**src/rtl/vram_arbiter.sv**
```systemverilog
// vram_arbiter
//   Arbitrates one single-port, write-first video RAM between the display
//   scan-out fetcher and two pixel writers. Display reads always win; writers
//   are served round-robin with bounded bursts, and only while blank=1.
//   All RAM command outputs and grants are registered.
//
// Optional build macro: VRAM_STATS_EN
//   Defined   -> stall_cnt counts cycles where a writer requests but is not
//                granted (saturating at 16'hFFFF).
//   Undefined -> stall_cnt is tied to 0.
//
// Ports:
//   clk, w_rst_n           clock, asynchronous active-low reset
//   blank                  1 = display outside active area, writes allowed
//   disp_req/disp_addr     display read request (one word per cycle)
//   disp_valid/disp_rdata  read return, 2 cycles after disp_req is sampled
//   wrN_req/addr/data      writer N request, held until granted
//   wrN_gnt                one-cycle pulse: writer N write issued
//   mem_en/we/addr/wdata   registered RAM command
//   mem_rdata              RAM read data, 1 cycle after a read command
//   stall_cnt              writer stall counter (see macro above)
module vram_arbiter #(
  parameter int unsigned AW        = 16,
  parameter int unsigned DW        = 8,
  parameter int unsigned BURST_MAX = 4
) (
  input  logic          clk,
  input  logic          w_rst_n,
  input  logic          blank,
  input  logic          disp_req,
  input  logic [AW-1:0] disp_addr,
  output logic          disp_valid,
  output logic [DW-1:0] disp_rdata,
  input  logic          wr0_req,
  input  logic [AW-1:0] wr0_addr,
  input  logic [DW-1:0] wr0_data,
  output logic          wr0_gnt,
  input  logic          wr1_req,
  input  logic [AW-1:0] wr1_addr,
  input  logic [DW-1:0] wr1_data,
  output logic          wr1_gnt,
  output logic          mem_en,
  output logic          mem_we,
  output logic [AW-1:0] mem_addr,
  output logic [DW-1:0] mem_wdata,
  input  logic [DW-1:0] mem_rdata,
  output logic [15:0]   stall_cnt
);

  typedef enum logic [1:0] {IDLE, OWN0, OWN1} state_t;

  localparam logic [3:0] BMAX = 4'(BURST_MAX);

  state_t     state, state_nx;
  logic       rr_ptr, rr_nx;
  logic [3:0] burst_cnt, burst_nx;
  logic       g0, g1;
  logic [1:0] rd_tag;

  // Writer selection. Evaluated only when the display is idle and blank=1;
  // otherwise state and burst count are frozen and no grant is issued.
  always_comb begin
    state_nx = state;
    rr_nx    = rr_ptr;
    burst_nx = burst_cnt;
    g0       = 1'b0;
    g1       = 1'b0;
    if (!disp_req && blank) begin
      case (state)
        IDLE: begin
          if (wr0_req && (!wr1_req || !rr_ptr)) begin
            g0 = 1'b1; state_nx = OWN0; burst_nx = 4'd1;
          end else if (wr1_req) begin
            g1 = 1'b1; state_nx = OWN1; burst_nx = 4'd1;
          end
        end
        OWN0: begin
          if (wr0_req && (!wr1_req || burst_cnt < BMAX)) begin
            g0 = 1'b1;
            burst_nx = (burst_cnt < BMAX) ? burst_cnt + 4'd1 : burst_cnt;
          end else if (wr1_req) begin
            g1 = 1'b1; state_nx = OWN1; burst_nx = 4'd1; rr_nx = 1'b0;
          end else begin
            state_nx = IDLE; rr_nx = 1'b0;
          end
        end
        OWN1: begin
          if (wr1_req && (!wr0_req || burst_cnt < BMAX)) begin
            g1 = 1'b1;
            burst_nx = (burst_cnt < BMAX) ? burst_cnt + 4'd1 : burst_cnt;
          end else if (wr0_req) begin
            g0 = 1'b1; state_nx = OWN0; burst_nx = 4'd1; rr_nx = 1'b1;
          end else begin
            state_nx = IDLE; rr_nx = 1'b1;
          end
        end
        default: state_nx = IDLE;
      endcase
    end
  end

  always_ff @(posedge clk or negedge w_rst_n) begin
    if (!w_rst_n) begin
      state     <= IDLE;
      rr_ptr    <= 1'b0;
      burst_cnt <= '0;
      rd_tag    <= '0;
      mem_en    <= 1'b0;
      mem_we    <= 1'b0;
      mem_addr  <= '0;
      mem_wdata <= '0;
      wr0_gnt   <= 1'b0;
      wr1_gnt   <= 1'b0;
    end else begin
      state     <= state_nx;
      rr_ptr    <= rr_nx;
      burst_cnt <= burst_nx;
      rd_tag    <= {rd_tag[0], disp_req};
      wr0_gnt   <= g0;
      wr1_gnt   <= g1;
      if (disp_req) begin
        mem_en   <= 1'b1;
        mem_we   <= 1'b0;
        mem_addr <= disp_addr;
      end else if (g0) begin
        mem_en    <= 1'b1;
        mem_we    <= 1'b1;
        mem_addr  <= wr0_addr;
        mem_wdata <= wr0_data;
      end else if (g1) begin
        mem_en    <= 1'b1;
        mem_we    <= 1'b1;
        mem_addr  <= wr1_addr;
        mem_wdata <= wr1_data;
      end else begin
        mem_en <= 1'b0;
        mem_we <= 1'b0;
      end
    end
  end

  // Second tag stage lines up with the RAM's registered read data, so the
  // return path passes mem_rdata through, masked to 0 when not valid.
  assign disp_valid = rd_tag[1];
  assign disp_rdata = rd_tag[1] ? mem_rdata : '0;

`ifdef VRAM_STATS_EN
  logic [15:0] stall_q;

  always_ff @(posedge clk or negedge w_rst_n) begin
    if (!w_rst_n)
      stall_q <= '0;
    else if ((wr0_req || wr1_req) && !(g0 || g1) && (stall_q != '1))
      stall_q <= stall_q + 16'd1;
  end

  assign stall_cnt = stall_q;
`else
  assign stall_cnt = '0;
`endif

endmodule

```
**config.mk**
```make
export PLATFORM = sky130hd
export DESIGN_NAME = vram_arbiter
export DESIGN_NICKNAME = d
export VERILOG_FILES = /design/src/rtl/vram_arbiter.sv
export SDC_FILE = /design/constraint.sdc
export NUM_CORES = 1
export LEC_CHECK = 0
export BUFFER_PORTS_ARGS = -buffer_cell sky130_fd_sc_hd__buf_4
export CAP_MARGIN = 10
export CORE_MARGIN = 5
export CORE_UTILIZATION = 50
export CTS_CLUSTER_DIAMETER = 40
export CTS_CLUSTER_SIZE = 20
export DETAILED_ROUTE_END_ITERATION = 10
export PLACE_DENSITY = 0.84
export SYNTH_ARGS = -nofsm -noshare
export SYNTH_HDL_FRONTEND = slang
export SYNTH_SLANG_ARGS = --single-unit
```
**constraint.sdc**
```tcl
create_clock -name clk -period 4.93 [get_ports clk]
set_input_delay 0.7395 -clock clk [delete_from_list [all_inputs] [get_ports clk]]
set_output_delay 0.7395 -clock clk [all_outputs]
set_load 0.02 [all_outputs]
```
==> flow_summary.ini <==
[job]
cap_violations = 0

[worst_setup_path]
worstPathArrival_ns = 3.11
crit_family = buffers and inverters
cp.required_ns = 5.08
cp_common_cell = buf_4
reg2reg_slack_ns = 1.96
crit_slowest_cell = a21o_1
worst-path-buf-inv = 3
cp_cell_sequence = inv_1, ha_1, or2_4, a31oi_4, buf_4, a21o_1, buf_4, o211ai_2
r2r_start = state[0]
critPathMaxStageDelay_ns = 0.53
critPathKind = flip-flop to flip-flop
reg2regPathDepth = 8
cp.depth = 8
endpoint = mem_addr[10]
cp_max_fo = 42
worst_setup_path_end_kind = flip-flop
critPathLaunchType = flip-flop
crit_path_start = state[0]
r2r_end = mem_addr[10]

[clock_network]
cts_hold_buf = 0
numClockSinks = 37
cts_resized = 0
cts_tree = built
post-cts-setup-buffer-count = 0
clk_latency_ns = 0.28
htree_levels = 2
cts_buffers = 5
cts.path.max_buffers = 2
clockRootBuffer = clkbuf_8
path_clk_slew_ns = 0.07

[placement]
port_buffers = 114
gp_congestion = 0.848
place_area_mm2 = 0.00340
dp_hpwl_um = 5330

[yosys]
synth_cell_type_count = 46
synth-seq-cells = 37
yosysSeqAreaShare_pct = 35.3
synth_area_per_cell_um2 = 9.68
synth_top_family_by_area = compound AO/OA/AOI/OAI gates
synth_xor_area_share_pct = 0
syn_inst = 271
synthAdderAreaFrac_pct = 2.38
synth_simple_gate_area_share_pct = 17.2
async_flop_share_pct = 100
synth_flop_cell = dfrtp_1
synth_area_mm2 = 0.00262
yosysWarnings = 0
synth_compound_area_share_pct = 26.1
synth_edf_count = 0
synth.area.mux_share_pct = 6.53

[floorplan]
ioPinCount = 131
die_w_um = 82.4
core_mm2 = 0.00511
chipHeight_um = 82.4
initial_core_util_pct = 51.4
placementRows = 26
die-area_mm2 = 0.00680

[detailed_routing]
drc = 0
vias = 2444
drtIter0Drc = 146
vias_per_cell = 5.49
ant_nets = 0
wl_um = 7170
first_pass_iters = 4
drt-wirelength-per-cell_um = 16.1

[grt]
grt_pass1_vias = 2347
grtUsageTotal_pct = 20.9
antenna_found_initial = 0
grt_max_degree = 43
grt-ovfl-total = 0
grt_pass1_wl_um = 11100

[final_layout]
syn_to_final_growth_pct = 32.6
final_cell_mix = buf_4 (118), dfrtp_1 (37), a22oi_1 (18)
drive_above_1_share_pct = 41.1
final_cell_area_mm2 = 0.00348
nets = 457
antennaDiodeCount = 0
layout_commonest_cell = buf_4

[hold_path]
worst_hold_path_type = flip-flop to flip-flop

[pwr]
power_uw = 1680
vdd_ir_drop_max_mv = 0.255
p_per_area_mw_per_mm2 = 484
p_leak_uw = 0.00171

[sta]
slew_headroom_pct = 64.3
worstMarginPinSlew_ns = 0.536
post-route-period-util_pct = 60.2
fmax_mhz = 337
setup-violations-final = 0
grt_setup_unrepaired = no
hold_viol_final = 0
fin_tns_setup_ns = 0
clock_skew_ns = 0.00726
period_needed_ns = 2.97
holdWs_ns = 0.352
slew_viol_final = 0

[status]
status = completed
-- through the flow --
step / cells / setup WS, ns / utilization [%]
after floorplan: 286 / 2.89 / -
after global placement: 437 / 1.90 / 66.5
after detailed placement: 437 / 1.80 / 66.5
after CTS: 445 / 1.98 / 68.1
after global routing: 445 / 1.76 / 68.1
final: 445 / 1.96 / 68.1
-- state kept, by name, summed over array words and instances (netlist names) --
signal	cells
mem_en	1
mem_we	1
wr0_gnt	1
mem_addr	16
rr_ptr	1
mem_wdata	8
wr1_gnt	1
rd_tag	2
state	2
burst_cnt	4
-- kinds of logic (layout without fill, tap and decap cells) --
group	count (synthesis)	in the layout
flops	37	37
buf+inv	55	144
simple gates	82	82
fa+ha+maj	5	5
compound gates	74	74
other cells	1	16
mux	17	17
-- routing by layer --
layer | track usage (%) | share of wire (%) | vias to the layer above | wire length, um
met1 | 26.8 | 39 | 1160 | 2830
met4 | 3.99 | 0.40 | 0 | 29
li1 | - | - | 1167 | -
met2 | 36.1 | 50 | 112 | 3590
met3 | 4.88 | 10 | 5 | 729
met5 | 0 | 0 | - | 0
-- cell type report --
| cell class | instances | area (um^2) |
|---|---|---|
| clock buffer | 6 | 72.6 |
| tap | 70 | 87.6 |
| clock inverter | 2 | 10.0 |
| inverter | 18 | 67.6 |
| timing repair buffer | 118 | 886 |
| fill | 424 | 1630 |
| sequential | 37 | 926 |
| multi-input combinational | 194 | 1430 |
-- how the worst min path moves through the flow --
stage / startpoint / to / slack (ns) / cells after the start
4_1_cts: rd_tag[0] / rd_tag[1] / 0.35 / 0
5_1_grt: rd_tag[0] / rd_tag[1] / 0.37 / 0
3_5_place_dp: rd_tag[0] / rd_tag[1] / 0.34 / 0
6_report: rd_tag[0] / rd_tag[1] / 0.35 / 0
3_3_place_gp: rd_tag[0] / rd_tag[1] / 0.33 / 0
2_1_floorplan: rd_tag[0] / rd_tag[1] / 0.33 / 0
-- where the power goes --
group,switching (uW),leakage [uW],internal (uW)
combinational,579,0.00122,427
sequential,67.7,0.000436,413
clock,98.3,0.0000450,97.8
total,746,0.00171,937
-- synthesized netlist by cell type, types with 3 or more instances --
master    number  area (um^2)
a22oi_1       18          135
nand3_1       17         85.1
a211oi_2       7         87.6
and2_1         9         56.3
a21oi_1        5         25.0
nor2_1         9         33.8
nor3_1        10         50.1
nor2b_1       17          106
inv_1         17         63.8
clkbuf_1       7         26.3
nand2_1        5         18.8
a211oi_1       3         22.5
buf_4         19          143
mux2i_1       16          160
o211ai_2      16          200
ha_1           5         62.6
o21ai_0        4         20.0
buf_2          7         35.0
nor4_1         8         50.1
dfrtp_1       37          926
No activity file was read; power rests on OpenSTA's default activity.
